==> src/rtl/pa_rvfpm_pkg.sv <==
// Shared types for the core-side XIF issue path towards the FPU coprocessor.
package pa_rvfpm;

    localparam int XLEN_DEF       = 32;
    localparam int X_ID_WIDTH_DEF = 4;

    typedef struct packed {
        logic [31:0]               instr;
        logic [X_ID_WIDTH_DEF-1:0] id;
        logic [XLEN_DEF-1:0]       rs0;
        logic [XLEN_DEF-1:0]       rs1;
        logic [1:0]                rs_valid;
    } entry_t;

    typedef struct packed {
        logic accept;
        logic writeback;
        logic loadstore;
        logic exc;
    } resp_t;

    // ISSUED is transient: it folds back into WAIT or EMPTY on the handshake edge.
    typedef enum logic [1:0] {
        S_EMPTY  = 2'd0,
        S_WAIT   = 2'd1,
        S_ISSUED = 2'd2
    } head_state_e;

endpackage

==> src/rtl/xif_fifo.sv <==
// Synchronous FIFO with flush; caller guarantees no push when full, no pop when empty.
module xif_fifo #(
    parameter int DEPTH = 4,
    parameter int W     = 8
) (
    input  logic                       ck,
    input  logic                       rst,
    input  logic                       flush,
    input  logic                       push,
    input  logic                       pop,
    input  logic [W-1:0]               wdata,
    output logic [W-1:0]               rdata,
    output logic [$clog2(DEPTH):0]     count,
    output logic                       full
);
    localparam int AW = $clog2(DEPTH);
    localparam int CW = AW + 1;

    logic [W-1:0]  mem [DEPTH];
    logic [AW-1:0] rd_ptr;
    logic [AW-1:0] wr_ptr;

    assign rdata = mem[rd_ptr];
    assign full  = (count == CW'(DEPTH));

    always_ff @(posedge ck) begin
        if (push && !flush && !rst) begin
            mem[wr_ptr] <= wdata;
        end
    end

    // Flush discards everything not yet popped by re-aligning the read pointer.
    always_ff @(posedge ck) begin
        if (rst) begin
            rd_ptr <= '0;
            wr_ptr <= '0;
            count  <= '0;
        end else if (flush) begin
            rd_ptr <= wr_ptr;
            count  <= '0;
        end else begin
            if (push) begin
                wr_ptr <= wr_ptr + AW'(1);
            end
            if (pop) begin
                rd_ptr <= rd_ptr + AW'(1);
            end
            count <= count + CW'(push) - CW'(pop);
        end
    end

endmodule

==> src/rtl/xif_issue_buffer.sv <==
// Issue buffer in front of the FPU XIF issue port: queues offloads, holds each request
// until issue_ready, and returns the captured response one cycle after the handshake.
module xif_issue_buffer
    import pa_rvfpm::*;
#(
    parameter int DEPTH      = 4,
    parameter int XLEN       = XLEN_DEF,
    parameter int X_ID_WIDTH = X_ID_WIDTH_DEF,
    parameter int CNT_WIDTH  = 16
) (
    input  logic                    ck,
    input  logic                    rst,
    input  logic                    flush,
    input  logic                    in_valid,
    output logic                    in_ready,
    input  logic [31:0]             in_instr,
    input  logic [X_ID_WIDTH-1:0]   in_id,
    input  logic [XLEN-1:0]         in_rs0,
    input  logic [XLEN-1:0]         in_rs1,
    input  logic [1:0]              in_rs_valid,
    output logic                    issue_valid,
    input  logic                    issue_ready,
    output logic [31:0]             issue_instr,
    output logic [X_ID_WIDTH-1:0]   issue_id,
    output logic [XLEN-1:0]         issue_rs0,
    output logic [XLEN-1:0]         issue_rs1,
    output logic [1:0]              issue_rs_valid,
    input  logic                    issue_resp_accept,
    input  logic                    issue_resp_writeback,
    input  logic                    issue_resp_loadstore,
    input  logic                    issue_resp_exc,
    output logic                    resp_valid,
    output logic [X_ID_WIDTH-1:0]   resp_id,
    output logic [3:0]              resp_bits,
    output logic [CNT_WIDTH-1:0]    reject_cnt,
    output logic [$clog2(DEPTH):0]  count
);
    // Core side: push on in_valid && in_ready. FPU side: a request is offered while
    // issue_valid=1, held stable until issue_ready, and completes on issue_valid && issue_ready.
    localparam int CW = $clog2(DEPTH) + 1;
    localparam int EW = 32 + X_ID_WIDTH + 2 * XLEN + 2;

    logic [EW-1:0] wdata;
    logic [EW-1:0] rdata;
    logic          full;
    logic          push;
    logic          pop;
    logic [CW-1:0] next_count;
    head_state_e   head_state;
    resp_t         resp_q;

    assign in_ready   = !full && !flush && !rst;
    assign push       = in_valid && in_ready;
    assign pop        = issue_valid && issue_ready;
    assign wdata      = {in_instr, in_id, in_rs0, in_rs1, in_rs_valid};
    assign next_count = count + CW'(push) - CW'(pop);

    assign {issue_instr, issue_id, issue_rs0, issue_rs1, issue_rs_valid} = rdata;

    xif_fifo #(
        .DEPTH (DEPTH),
        .W     (EW)
    ) u_fifo (
        .ck    (ck),
        .rst   (rst),
        .flush (flush),
        .push  (push),
        .pop   (pop),
        .wdata (wdata),
        .rdata (rdata),
        .count (count),
        .full  (full)
    );

    // Head FSM; issue_valid is its registered output and tracks count != 0.
    always_ff @(posedge ck) begin
        if (rst || flush) begin
            head_state <= S_EMPTY;
        end else if (next_count != '0) begin
            head_state <= S_WAIT;
        end else begin
            head_state <= S_EMPTY;
        end
    end

    assign issue_valid = (head_state == S_WAIT);

    always_ff @(posedge ck) begin
        if (rst) begin
            resp_valid <= 1'b0;
            resp_id    <= '0;
            resp_q     <= '0;
            reject_cnt <= '0;
        end else begin
            resp_valid <= pop;
            if (pop) begin
                resp_id          <= issue_id;
                resp_q.accept    <= issue_resp_accept;
                resp_q.writeback <= issue_resp_writeback;
                resp_q.loadstore <= issue_resp_loadstore;
                resp_q.exc       <= issue_resp_exc;
                if (!issue_resp_accept && reject_cnt != '1) begin
                    reject_cnt <= reject_cnt + CNT_WIDTH'(1);
                end
            end
        end
    end

    assign resp_bits = resp_q;

endmodule

==> config.mk <==
export PLATFORM = sky130hd
export DESIGN_NAME = xif_issue_buffer
export DESIGN_NICKNAME = d
export VERILOG_FILES = /design/src/rtl/pa_rvfpm_pkg.sv /design/src/rtl/xif_fifo.sv /design/src/rtl/xif_issue_buffer.sv
export SDC_FILE = /design/constraint.sdc
export NUM_CORES = 1
export LEC_CHECK = 0
export ABC_CLOCK_PERIOD_IN_PS = 6900
export CORE_ASPECT_RATIO = 0.6
export CORE_MARGIN = 2
export CORE_UTILIZATION = 58
export DETAILED_ROUTE_END_ITERATION = 8
export PLACE_DENSITY = 0.94
export SYNTH_ARGS = -nofsm -noshare
export SYNTH_HDL_FRONTEND = slang
export SYNTH_SLANG_ARGS = --single-unit
==> constraint.sdc <==
create_clock -name ck -period 6.9 [get_ports ck]
set_input_delay 1.38 -clock ck [delete_from_list [all_inputs] [get_ports ck]]
set_output_delay 1.38 -clock ck [all_outputs]
set_load 0.01 [all_outputs]
==> Word-level counts from Yosys, hierarchy flattened <==
Memory sizes are Yosys's and may differ from the RTL's. A register that Yosys moved wholly into a read port is not among the register bits.
Cells that the tools add are included.
{ "op_classes": {"n_addsub": 5, "n_eq_ne": 3, "mux": 7, "bitwise": 1, "n_reduce_logical": 17} }
{ "op_table": {"columns": ["op", "count"], "rows": [
  ["16-bit by 1-bit adder with 16-bit output (second input constant)", 1],
  ["16-bit != test (second input constant)", 1],
  ["2-bit two-way mux", 4],
  ["1-bit logical AND", 7],
  ["2-bit by 1-bit adder with 2-bit output (second input constant)", 2],
  ["1-bit logical NOT", 4],
  ["2-bit AND reduction", 2],
  ["3-bit by 1-bit adder with 3-bit output", 1],
  ["3-bit equality test (second input constant)", 1],
  ["1-bit two-way mux", 3],
  ["3-bit nonzero test", 1],
  ["3-bit by 1-bit subtractor with 3-bit output", 1],
  ["2-bit by 1-bit equality test with 1-bit output (second input constant)", 1],
  ["2-bit nonzero test", 1],
  ["2-bit OR reduction", 1],
  ["1-bit logical OR", 1],
  ["1-bit inverter", 1]
]} }
{ "word_totals": {"regBits": 34, "ramBits": 408, "inputBits": 111, "output_inout_bits": 132, "word_cells": 45, "mem_count": 1} }
{ "memory_table": {"columns": ["name", "depth", "width", "rd", "rd_ports_with_merged_regs", "write_ports", "line", "text"], "rows": [
  ["u_fifo.mem", 4, 102, 1, 1, 1, "xif_fifo.sv:19", "logic [W-1:0] mem [DEPTH];"]
]} }

==> Logic depth before layout (Yosys ltp) <==
Gate-level depths: netlist of run 1.
{ "logic_depth": {"ltp_word": 9, "depth_mapped": 9, "ltp_nobuf": 9} }

==> Modules after synthesis <==
A second synthesis of run 1 with hierarchy kept.
{ "unflattened": {"hier_cells": 728, "area_unflattened_um2": 16414.5} }
{ "modules_own_cells": {"columns": ["mod", "n_inst", "cells_per_inst", "area_each_um2", "seq_area_each_um2"], "rows": [
  ["xif_fifo", 1, 580, 15165.8, 12431.9],
  ["xif_issue_buffer", 1, 148, 1248.7, 520.5]
]} }

==> Worst setup path before layout of run 1 <==
Ideal clock, no wire load.
{ "synth_path": {"path_type": "input to register", "startpoint": "input in_valid", "endpoint": "memory u_fifo.mem[0][0] in the netlist's numbering, enable pin", "setup_time_ps": 472, "arrival_ps": 4315, "t_required_ps": 6428, "path_slack_ps": 2113, "cell_stages": 3, "n_path_buf": 0, "path_cell_list": "inv_1 -> a2111oi_4 -> and2_1"} }
{ "synth_via": {"elab_chain_len": 5} }
{ "synth_lines": {"columns": ["element", "line", "text"], "rows": [
  ["from (decl)", "xif_issue_buffer.sv:14", "input logic in_valid,"],
  ["1-bit logical AND", "xif_issue_buffer.sv:53", "assign push = in_valid && in_ready;"],
  ["1-bit logical AND (2 in series)", "xif_fifo.sv:27", "if (push && !flush && !rst) begin"],
  ["1-bit two-way mux", "xif_fifo.sv:27", null],
  ["1-bit two-way mux (not written as such)", "xif_fifo.sv:28", "mem[wr_ptr] <= wdata;"],
  ["to (decl)", "xif_fifo.sv:19", null]
]} }
No other way between the ends.

==> out/results.ini, run 1 <==
[clock_tree]
cts_sinks=443
cts_made_buffers=39
post_cts_setup_driven_buffer_insertion_count=0
worst_setup_hold_path_clk_slew_ps=60
ctsResizeCount=0
clock_tree_from_tritoncts=yes
cts_max_path_buffers=3
cts-root-buf=sky130_fd_sc_hd__clkbuf_16
cts_max_level=2
insertion_delay_ps=540
holdBufCountCts=0

[power_and_ir_drop]
pwr-share-clk_pct=37.5
switching_fraction_of_total_power_pct=20.5
maximum_resistive_drop_on_vdd_mv=0.208
p_int_w=0.00430
cellLeakagePower_nw=6.35
comb_power_share_pct=7.3
switching_power_w=0.00111
relative_contribution_of_sequential_cells_to_total_power_pct=55.2
power-per-cell-area_nw_per_um2=265

[critical_path]
crit_path_start_kind=flop
critical_path.reg2reg.endpoint=head_state[0]
crit_path_end=issue_rs0[31]
cp_cell_sequence=buf_4 -> mux4_2 -> clkdlybuf4s50_1
critPathMaxStageDelay_ps=960
critPathTopFamily=buffers and inverters
path_depth=3
crit_type=reg -> out
ff2ff_path_depth=9
worst_r2r_startpoint=head_state[0]
crit_arrival_ps=3190
capturing_element_type_of_the_critical_path=output port
critical_path_required_ps=5520
critical_path_buf_inv_count=2
timing.critical_path.slowest_stage_cell=sky130_fd_sc_hd__dfxtp_4
setup.reg_to_reg.worst_slack_ps=4000
crit_fanout=64

[drt]
drt_first_iter_violations=844
remaining_drc_errors=0
dr_total_vias=8220
drt-total-wl_mm=34.9
ant_nets=0
drt_pre_antenna_iters=8
vias_per_cell=5.94
wl_per_cell_um=25.2

[yosys]
synth-edff-count=408
netlist_area_um2=16300
synthArstFlopShare_pct=0
syn-instance-count=722
post_synth_num_cell_types=37
synth_warnings=0
synth.net_count=841
synthesis.area_per_instance_um2=22.6
yosys_register_bits=443
synth_flop_cell=sky130_fd_sc_hd__edfxtp_1
synth_seq_area_share_pct=79.5

[timing]
slew-limit-headroom_pct=35.3
setup_viol_count_final=0
final_tns_setup_ps=0
holdWs_ps=460
rsz_0062_raised_after_global_routing=no
worst_slack_ps=2330
post-route-period-util_pct=66.3
worst_clock_skew_ps=26.8
finalCriticalPeriod_ps=4570
timing_max_transition_violations_final=0
fmaxAchievable_ghz=0.219
report.final.hold_viol_count=0
worst_slew_pin_slew_ps=970

[global_routing]
first_global_vias=8380
grt_antenna_before_repair=6
grt.overflow.total=0
pin_count_of_the_biggest_net_entering_global_routing=65
grt_usage_pct=24.2
first_pass_grt_wire_length_mm=51.9

[placed_design]
finalWeightedCongestion=0.809
portBuffers=242
dp.final_hpwl_mm=21.7
minimum_setup_slack_after_placement_ps=2510

[cells_and_area]
top_library_cells_by_usage_in_the_layout_fill_and_taps_aside=408 x sky130_fd_sc_hd__edfxtp_1, 242 x sky130_fd_sc_hd__clkdlybuf4s50_1, 102 x sky130_fd_sc_hd__mux4_2, 40 x sky130_fd_sc_hd__clkbuf_16, 33 x sky130_fd_sc_hd__dfxtp_1
syn2layout_area_growth_pct=25.1
num-fill-cells=1494
nNetsFinal=1104
final_common_cell=sky130_fd_sc_hd__edfxtp_1
seqCellArea_um2=13000
post_route_cells_drive_above_1_share_pct=16.9
multi_input_comb_area_um2=3200

[floorplan]
die_height_um=134
dieArea_um2=29500
std_cell_rows=47
core_area_um2=27600
fp.dieW_um=220
initial_utilization_pct=59.1
design.portCount=243

[worst_hold_path]
min-delay-path-class=reg -> reg

[run]
maxCapViolations=0

[outcome]
run_status=finished, final reports clean

==> cells by family (layout without fill, tap and decap cells) <==
kind of cell,after synthesis,in the layout,share of synthesized area [%]
and+or+nand+nor,85,85,2.89
other,0,1,0
buffers and inverters,38,332,0.967
adders and majority gates,8,8,0.660
muxes,104,104,14.2
AOI/OAI and AO/OA,39,39,1.54
xor gates and xnor gates,5,5,0.269
DFF,443,443,79.5
==> registers in the layout, indices dropped and copies added (netlist names), named ones only <==
register / flops
head_state: 1
resp_valid: 1
u_fifo.mem: 408
u_fifo.wr_ptr: 2
resp_id: 4
u_fifo.rd_ptr: 2
u_fifo.count: 3
resp_bits: 4
reject_cnt: 16
==> how the worst min path moves through the flow <==
stage	from	end	slack [ps]	depth (start not counted)
5_1_grt	resp_bits[0]	resp_bits[0]	500	2
3_5_place_dp	resp_bits[0]	resp_bits[0]	460	2
2_1_floorplan	resp_bits[0]	resp_bits[0]	480	2
3_3_place_gp	resp_bits[0]	resp_bits[0]	440	2
4_1_cts	resp_bits[0]	resp_bits[0]	470	2
6_report	resp_bits[0]	resp_bits[0]	460	2
==> metrics by stage <==
step	cells	utilization, %	power (W)	cell area, um^2
3_5_place_dp	1311	69.6	0.00344	19200
6_report	1384	73.9	0.00541	20400
3_3_place_gp	1311	69.6	0.00343	19200
5_1_grt	1384	73.9	0.00557	20400
4_1_cts	1383	73.9	0.00545	20400
2_1_floorplan	722	-	0.00320	16300
==> cells in the mapped netlist, drive strengths merged (2+ instances only) <==
master / number / area [um^2]
clkbuf: 15 / 57.6
mux2i: 2 / 20.0
nand4: 9 / 71.3
edfxtp: 408 / 12300
xnor2: 5 / 43.8
nand3: 4 / 20.0
o31ai: 6 / 45.0
or3: 7 / 43.8
a211oi: 3 / 22.5
and4: 3 / 26.3
ha: 7 / 87.6
nor2: 12 / 45.0
mux4: 102 / 2300
o21ai: 4 / 20.0
a21oi: 20 / 100
inv: 9 / 33.8
nand2b: 2 / 12.5
a31oi: 2 / 12.5
nand2: 23 / 86.3
nor4: 4 / 31.3
buf: 13 / 62.6
dfxtp: 35 / 701
and2: 7 / 43.8
nor3: 7 / 35.0
a21boi: 2 / 15.0
or4: 4 / 30.0
==> tightest hold or removal path: cells and delay by family (launching register included) <==
kind,cells,cell delay [ps]
DFF,1,310
and+or+nand+nor,1,50
AOI/OAI and AO/OA,1,50
==> metal layers <==
| metal | vias to the layer above | part of all wire (%) | global-route usage (%) |
|---|---|---|---|
| met2 | 387 | 49 | 37.6 |
| met4 | 10 | 1.6 | 5.78 |
| met1 | 4209 | 41 | 35.7 |
| met5 | - | 0.20 | 0 |
| li1 | 3558 | - | - |
| met3 | 56 | 8.4 | 5.69 |
==> final cells by class <==
type                            count  area share, %
Timing Repair Buffer              250           12.5
Antenna cell                        1         0.0123
Multi-Input combinational cell    241           15.7
Clock buffer                       47           5.09
Tap cell                          367           2.25
Inverter                           10          0.184
Clock inverter                     25          0.742
Sequential cell                   443           63.5
==> power groups by stage <==
| stage | Combinational [W] | Clock, W | Sequential, W |
|---|---|---|---|
| 2_1_floorplan | 0.000168 | 0 | 0.00303 |
| 3_3_place_gp | 0.000384 | 0 | 0.00304 |
| 3_5_place_dp | 0.000392 | 0 | 0.00305 |
| 4_1_cts | 0.000396 | 0.00207 | 0.00299 |
| 5_1_grt | 0.000415 | 0.00216 | 0.00299 |
| 6_report | 0.000392 | 0.00203 | 0.00299 |
(Power assumes the default switching activity.)
==> inputs of run 2 (changes only) <==
Settings changed: ABC_CLOCK_PERIOD_IN_PS 6900 to 4000, CORE_UTILIZATION 58 to 49, PLACE_DENSITY 0.94 to 0.85.
Clock period 6.9 ns to 4 ns, I/O delays scaled along.
==> out/results.ini, run 2 (synthesis results as in run 1) <==
[outcome]
run_status=finished, final reports clean

[drt]
drt_pre_antenna_iters=5  ; -3
dr_total_vias=8173  ; -0.57%
route.met2.wl_mm=15.6  ; -8.9%
drt-total-wl_mm=33.2  ; -5.0%
m1WireLength_mm=14.7  ; +3.3%
wl_per_cell_um=22.3  ; -12%
routed.top_layer=met4
vias_per_cell=5.50  ; -7.4%
remaining_drc_errors=0  ; unchanged
drt_first_iter_violations=744  ; -12%
ant_nets=0  ; unchanged
wl_met3_mm=2.18  ; -26%

[critical_path]
setup.reg_to_reg.worst_slack_ps=1700  ; -2300 ps
worst_r2r_startpoint=u_fifo.count[1]
crit_arrival_ps=2680  ; -510 ps
ff2ff_path_depth=4  ; -5
critical_path.reg2reg.endpoint=u_fifo.mem[2][58]
crit_path_start_kind=flop
capturing_element_type_of_the_critical_path=output port
crit_fanout=24  ; -63%
critical_path_required_ps=3200  ; -2320 ps
crit_type=reg -> out

[clock_tree]
insertion_delay_ps=550  ; about the same
cts_max_level=2  ; unchanged
ctsResizeCount=0  ; unchanged
worst_setup_hold_path_clk_slew_ps=60  ; about the same
cts_sinks=443  ; unchanged
holdBufCountCts=0  ; unchanged
clock_tree_from_tritoncts=yes
post_cts_setup_driven_buffer_insertion_count=0  ; unchanged
cts_max_path_buffers=3  ; unchanged
cts-root-buf=sky130_fd_sc_hd__clkbuf_16
cts_made_buffers=41  ; +5.1%

[global_routing]
grt_usage_pct=19.3  ; -4.9 points
grt.overflow.total=0  ; unchanged
grt_antenna_before_repair=2  ; -4
first_global_vias=8608  ; +2.7%
pin_count_of_the_biggest_net_entering_global_routing=58  ; -11%
first_pass_grt_wire_length_mm=50.7  ; -2.4%

[placed_design]
minimum_setup_slack_after_placement_ps=821  ; -1690 ps
dp.final_hpwl_mm=21.4  ; -1.3%
dp_cells=1409  ; +7.5%
portBuffers=242  ; unchanged
finalWeightedCongestion=0.806  ; -0.40%

[floorplan]
core_area_um2=32600  ; +18%
die_height_um=145  ; +8.5%
initial_utilization_pct=50.0  ; -9.1 points
design.portCount=243  ; unchanged
std_cell_rows=51  ; +8.5%
dieArea_um2=34800  ; +18%
fp.dieW_um=239  ; +8.6%

[cells_and_area]
top_register=u_fifo.mem
syn2layout_area_growth_pct=27.7
top_library_cells_by_usage_in_the_layout_fill_and_taps_aside=408 x sky130_fd_sc_hd__edfxtp_1, 242 x sky130_fd_sc_hd__clkdlybuf4s50_1, 102 x sky130_fd_sc_hd__mux4_2, 41 x sky130_fd_sc_hd__clkbuf_16, 33 x sky130_fd_sc_hd__dfxtp_1
num-fill-cells=2145  ; +44%
post_route_cells_drive_above_1_share_pct=18.7  ; +1.7 points
top_regs=u_fifo.mem x408, reject_cnt x16
seqCellArea_um2=13000  ; unchanged
final_cells=1486  ; +7.4%
largest_register_ff_count=408  ; unchanged
final_common_cell=sky130_fd_sc_hd__edfxtp_1
multi_input_comb_area_um2=3200  ; unchanged
nNetsFinal=1121  ; +1.5%

[timing]
worst_slack_ps=524  ; -1800 ps
timing_max_transition_violations_final=0  ; unchanged
final_tns_setup_ps=0  ; unchanged
report.final.hold_viol_count=0  ; unchanged
rsz_0062_raised_after_global_routing=no
worst_clock_skew_ps=21.8  ; -4.99 ps
setup_viol_count_final=0  ; unchanged
worst_slew_pin_slew_ps=757  ; -214 ps
finalCriticalPeriod_ps=3480
slew-limit-headroom_pct=49.2  ; +14 points
post-route-period-util_pct=86.9
fmaxAchievable_ghz=0.288
holdWs_ps=468  ; +7.95 ps

[power_and_ir_drop]
power-per-cell-area_nw_per_um2=461  ; +74%
cellLeakagePower_nw=6.50  ; +2.4%
maximum_resistive_drop_on_vdd_mv=0.344  ; +65%
p_int_w=0.00762  ; +77%
pwr-share-clk_pct=39.2  ; +1.7 points
switching_power_w=0.00197  ; +78%
comb_power_share_pct=7.2  ; about the same
relative_contribution_of_sequential_cells_to_total_power_pct=53.6  ; -1.6 points
switching_fraction_of_total_power_pct=20.6  ; +0.11 points

[worst_hold_path]
min-delay-path-class=reg -> reg
hold_path_end=resp_bits[3]
hold-path-cell-count=2  ; unchanged
worstHoldStart=resp_bits[3]

[run]
maxCapViolations=0  ; unchanged

-- run 2: cell count changes in the layout (fill, tap and decap cells not counted), sizes merged --
cell	before	now
clkbuf	47	49
inv	10	12
bufinv	1	3
buf	8	23
diode	1	2
clkinvlp	1	2
clkinv	23	19
-- run 2: area by class of cell --
cell class	instances	area share, %
Clock inverter	26	1.16
Clock buffer	49	5.07
Timing Repair Buffer	265	13.2
Multi-Input combinational cell	241	15.4
Sequential cell	443	62.2
Inverter	10	0.180
Antenna cell	2	0.0240
Tap cell	450	2.70
-- run 2: worst max path at each step --
stage,start,end,slack (ps)
after CTS,flop,issue_rs1[12],420
after global placement,flush,in_ready,830
final,flop,issue_rs1[7],520
after floorplan,in_valid,u_fifo.mem[0][0],900
after detailed placement,flush,in_ready,820
after global routing,flop,issue_rs1[7],350
-- run 2: power by group through the flow --
stage	logic (W)	clock network, W	registers (W)
after floorplan	0.000290	0	0.00523
after global placement	0.000680	0	0.00524
after detailed placement	0.000694	0	0.00524
after CTS	0.000700	0.00385	0.00514
after global routing	0.000733	0.00404	0.00515
final	0.000691	0.00376	0.00514
-- run 2: per-layer routing --
layer / up-vias / track usage (%)
met4: 0 / 5.25
met3: 49 / 4.76
met1: 4243 / 27.8
met5: - / 0
met2: 283 / 29.8
li1: 3598 / -
-- run 2: worst max-delay path: stages, from the launching register on --
cell and delay (ps):
sky130_fd_sc_hd__dfxtp_4 700, sky130_fd_sc_hd__buf_4 380, sky130_fd_sc_hd__mux4_2 550, sky130_fd_sc_hd__clkdlybuf4s50_1 500
-- run 2: per-stage QoR --
stage          power [W]  utilization [%]  area (um^2)
3_3_place_gp     0.00592             59.9        19500
5_1_grt          0.00992             63.8        20800
3_5_place_dp     0.00594             59.9        19500
6_report         0.00959             63.9        20800
2_1_floorplan    0.00552                -        16300
4_1_cts          0.00969             63.8        20800
==> inputs of run 3 (changes only) <==
Settings changed: ABC_AREA set to 1.
==> out/results.ini, run 3 <==
[timing]
worst_slew_pin_slew_ps=815  ; +58.6 ps
timing_max_transition_violations_final=0  ; unchanged
post-route-period-util_pct=92.8  ; +5.9 points
report.final.hold_viol_count=0  ; unchanged
rsz_0062_raised_after_global_routing=no
slew-limit-headroom_pct=45.7  ; -3.5 points
worst_clock_skew_ps=22.6  ; +0.838 ps
setup_viol_count_final=0  ; unchanged
holdWs_ps=488  ; +20.1 ps
worst_slack_ps=289  ; -235 ps
fmaxAchievable_ghz=0.269  ; -6.3%
finalCriticalPeriod_ps=3710  ; +235 ps

[global_routing]
first_global_vias=10700  ; +25%
pin_count_of_the_biggest_net_entering_global_routing=125  ; +120%
grt.overflow.total=0  ; unchanged
first_pass_grt_wire_length_mm=59.5  ; +17%
grt_usage_pct=21.3  ; +2.0 points
grt_antenna_before_repair=5  ; +3

[yosys]
synth_area_leader_cell=sky130_fd_sc_hd__edfxtp_1
post_synth_num_cell_types=29  ; -22%
syn-instance-count=1246  ; +73%
yosysMostFrequentCell=sky130_fd_sc_hd__edfxtp_1
ys_top_cells_by_count=408 x sky130_fd_sc_hd__edfxtp_1, 233 x sky130_fd_sc_hd__nor2_1, 191 x sky130_fd_sc_hd__o21ai_0
synth_flop_cell=sky130_fd_sc_hd__edfxtp_1
synth_top_area_share_pct=72.9  ; -2.2 points
synthesis.area_per_instance_um2=13.5  ; -40%
synthArstFlopShare_pct=0  ; unchanged
synth.net_count=1365  ; +62%
netlist_area_um2=16800  ; +3.0%
yosys_register_bits=443  ; unchanged
synth.area.top_cells=sky130_fd_sc_hd__edfxtp_1 73%, sky130_fd_sc_hd__o21ai_0 5.7%, sky130_fd_sc_hd__nor2_1 5.2%, sky130_fd_sc_hd__dfxtp_1 4.2%, sky130_fd_sc_hd__o22ai_1 3.6%
synth_seq_area_share_pct=77.1  ; -2.3 points
synth-edff-count=408  ; unchanged
synth_warnings=0  ; unchanged

[clock_tree]
holdBufCountCts=0  ; unchanged
cts_sinks=443  ; unchanged
post_cts_setup_driven_buffer_insertion_count=0  ; unchanged
worst_setup_hold_path_clk_slew_ps=60  ; about the same
insertion_delay_ps=540  ; about the same
cts_made_buffers=40  ; -2.4%
cts_max_level=2  ; unchanged
cts-root-buf=sky130_fd_sc_hd__clkbuf_16
cts_max_path_buffers=3  ; unchanged
clock_tree_from_tritoncts=yes
ctsResizeCount=0  ; unchanged

[placed_design]
minimum_setup_slack_after_placement_ps=869  ; +48.4 ps
dp_cells=1896  ; +35%
dp.final_hpwl_mm=22.8  ; +6.5%
finalWeightedCongestion=0.840  ; +4.2%
portBuffers=242  ; unchanged
postPlaceCellArea_um2=19800  ; +1.4%

[cells_and_area]
nNetsFinal=1598  ; +43%
post_route_cells_drive_above_1_share_pct=6.51  ; -12 points
top_library_cells_by_usage_in_the_layout_fill_and_taps_aside=408 x sky130_fd_sc_hd__edfxtp_1, 242 x sky130_fd_sc_hd__clkdlybuf4s50_1, 229 x sky130_fd_sc_hd__nor2_1, 191 x sky130_fd_sc_hd__o21ai_0, 98 x sky130_fd_sc_hd__o22ai_1
num-fill-cells=2457  ; +15%
top_regs=u_fifo.mem x408, reject_cnt x16
top_register=u_fifo.mem
syn2layout_area_growth_pct=25.1
final_cells=1967  ; +32%
largest_register_ff_count=408  ; unchanged
final_common_cell=sky130_fd_sc_hd__edfxtp_1
post-route-cell-area_um2=21000  ; +0.95%

[power_and_ir_drop]
cellLeakagePower_nw=6.95  ; +7.0%
maximum_resistive_drop_on_vdd_mv=0.466  ; +35%
power-per-cell-area_nw_per_um2=460  ; -0.20%

[worst_hold_path]
hold_path_end=resp_bits[0]
min-delay-path-class=reg -> reg
hold-path-cell-count=2  ; unchanged
worstHoldStart=resp_bits[0]

[floorplan]
design.portCount=243  ; unchanged
fp.dieW_um=243  ; +1.5%
std_cell_rows=52  ; +2.0%
core_area_um2=33700  ; +3.4%
dieArea_um2=35800  ; +3.0%
die_height_um=147  ; +1.5%
initial_utilization_pct=49.8  ; -0.15 points

[critical_path]
capturing_element_type_of_the_critical_path=output port
crit_type=reg -> out
crit_path_start_kind=flop
worst_r2r_startpoint=head_state[0]
crit_arrival_ps=2910  ; +230 ps
critical_path.reg2reg.endpoint=head_state[0]
critical_path_required_ps=3200  ; about the same
crit_fanout=67  ; +180%
setup.reg_to_reg.worst_slack_ps=1860  ; +160 ps
ff2ff_path_depth=10  ; +6

[run]
maxCapViolations=0  ; unchanged

[drt]
drt_pre_antenna_iters=5  ; unchanged
drt-total-wl_mm=38.6  ; +16%
dr_total_vias=10800  ; +32%
ant_nets=0  ; unchanged
vias_per_cell=5.49  ; -0.18%
remaining_drc_errors=0  ; unchanged
drt_first_iter_violations=948  ; +27%
wl_per_cell_um=19.6  ; -12%

[outcome]
run_status=finished, final reports clean

-- run 3: cell types whose count changed in the layout (fill, tap and decap cells not counted), moves of 23 or more --
cell,change
sky130_fd_sc_hd__inv_1,+34
sky130_fd_sc_hd__o22ai_1,+98
sky130_fd_sc_hd__o21ai_0,+187
sky130_fd_sc_hd__nor2_1,+217
sky130_fd_sc_hd__mux4_2,-102
sky130_fd_sc_hd__o21ai_1,+23
sky130_fd_sc_hd__nand2_1,+44
-- run 3: final cells by class --
cell class	count	area, um^2	share of cell area (%)
clock buffers	51	1080	5.16
diodes	3	7.51	0.0357
flip-flops and latches	443	13000	61.7
multi-input cells	686	3380	16.1
repair buffers	263	2710	12.9
clock inverters	17	133	0.631
well taps	459	574	2.73
inverters	45	174	0.827
-- run 3: per-layer routing --
layer	GRT usage [%]	vias to the layer above	part of all wire, %
li1	-	5034	-
met3	5.95	61	8.9
met1	28.7	5298	41
met5	0	-	0.034
met4	6.75	2	1.9
met2	34.1	404	48
-- run 3: critical path, stage by stage (launching register included) --
cell	delay [ps]
sky130_fd_sc_hd__dfxtp_4	830
sky130_fd_sc_hd__buf_4	450
sky130_fd_sc_hd__o21ai_0	180
sky130_fd_sc_hd__o22ai_1	240
sky130_fd_sc_hd__clkdlybuf4s50_1	630
-- run 3: kinds of logic after synthesis --
logic type / count (synthesis) / share of synthesized area [%]
buffers and inverters: 117 / 2.93
adders and majority gates: 8 / 0.641
DFF: 443 / 77.1
xor gates and xnor gates: 10 / 0.521
and+or+nand+nor: 329 / 7.74
AOI/OAI and AO/OA: 339 / 11.1
-- run 3: stage by stage --
step / utilization [%] / TNS, ps / total power, W
after floorplan: - / -255750 / 0.00562
after global placement: 58.7 / 0 / 0.00610
after detailed placement: 58.7 / 0 / 0.00613
after CTS: 62.3 / 0 / 0.00975
after global routing: 62.4 / 0 / 0.00998
final: 62.4 / 0 / 0.00966
-- run 3: worst max path at each step --
stage          cells past startpoint  slack (ps)               end  startpoint
4_1_cts                            4         280     issue_rs0[22]        flop
6_report                           4         290     issue_rs0[22]        flop
3_5_place_dp                       4         870     issue_rs0[22]        flop
5_1_grt                            4         160     issue_rs0[22]        flop
3_3_place_gp                      13         880     head_state[0]       flush
2_1_floorplan                      5        -630  u_fifo.mem[0][0]       flush
-- run 3: report_power, final --
group / internal, W / total, W / switching [W]
registers: 0.00512 / 0.00515 / 0.0000338
logic: 0.000413 / 0.000881 / 0.000468
clock network: 0.00204 / 0.00363 / 0.00159
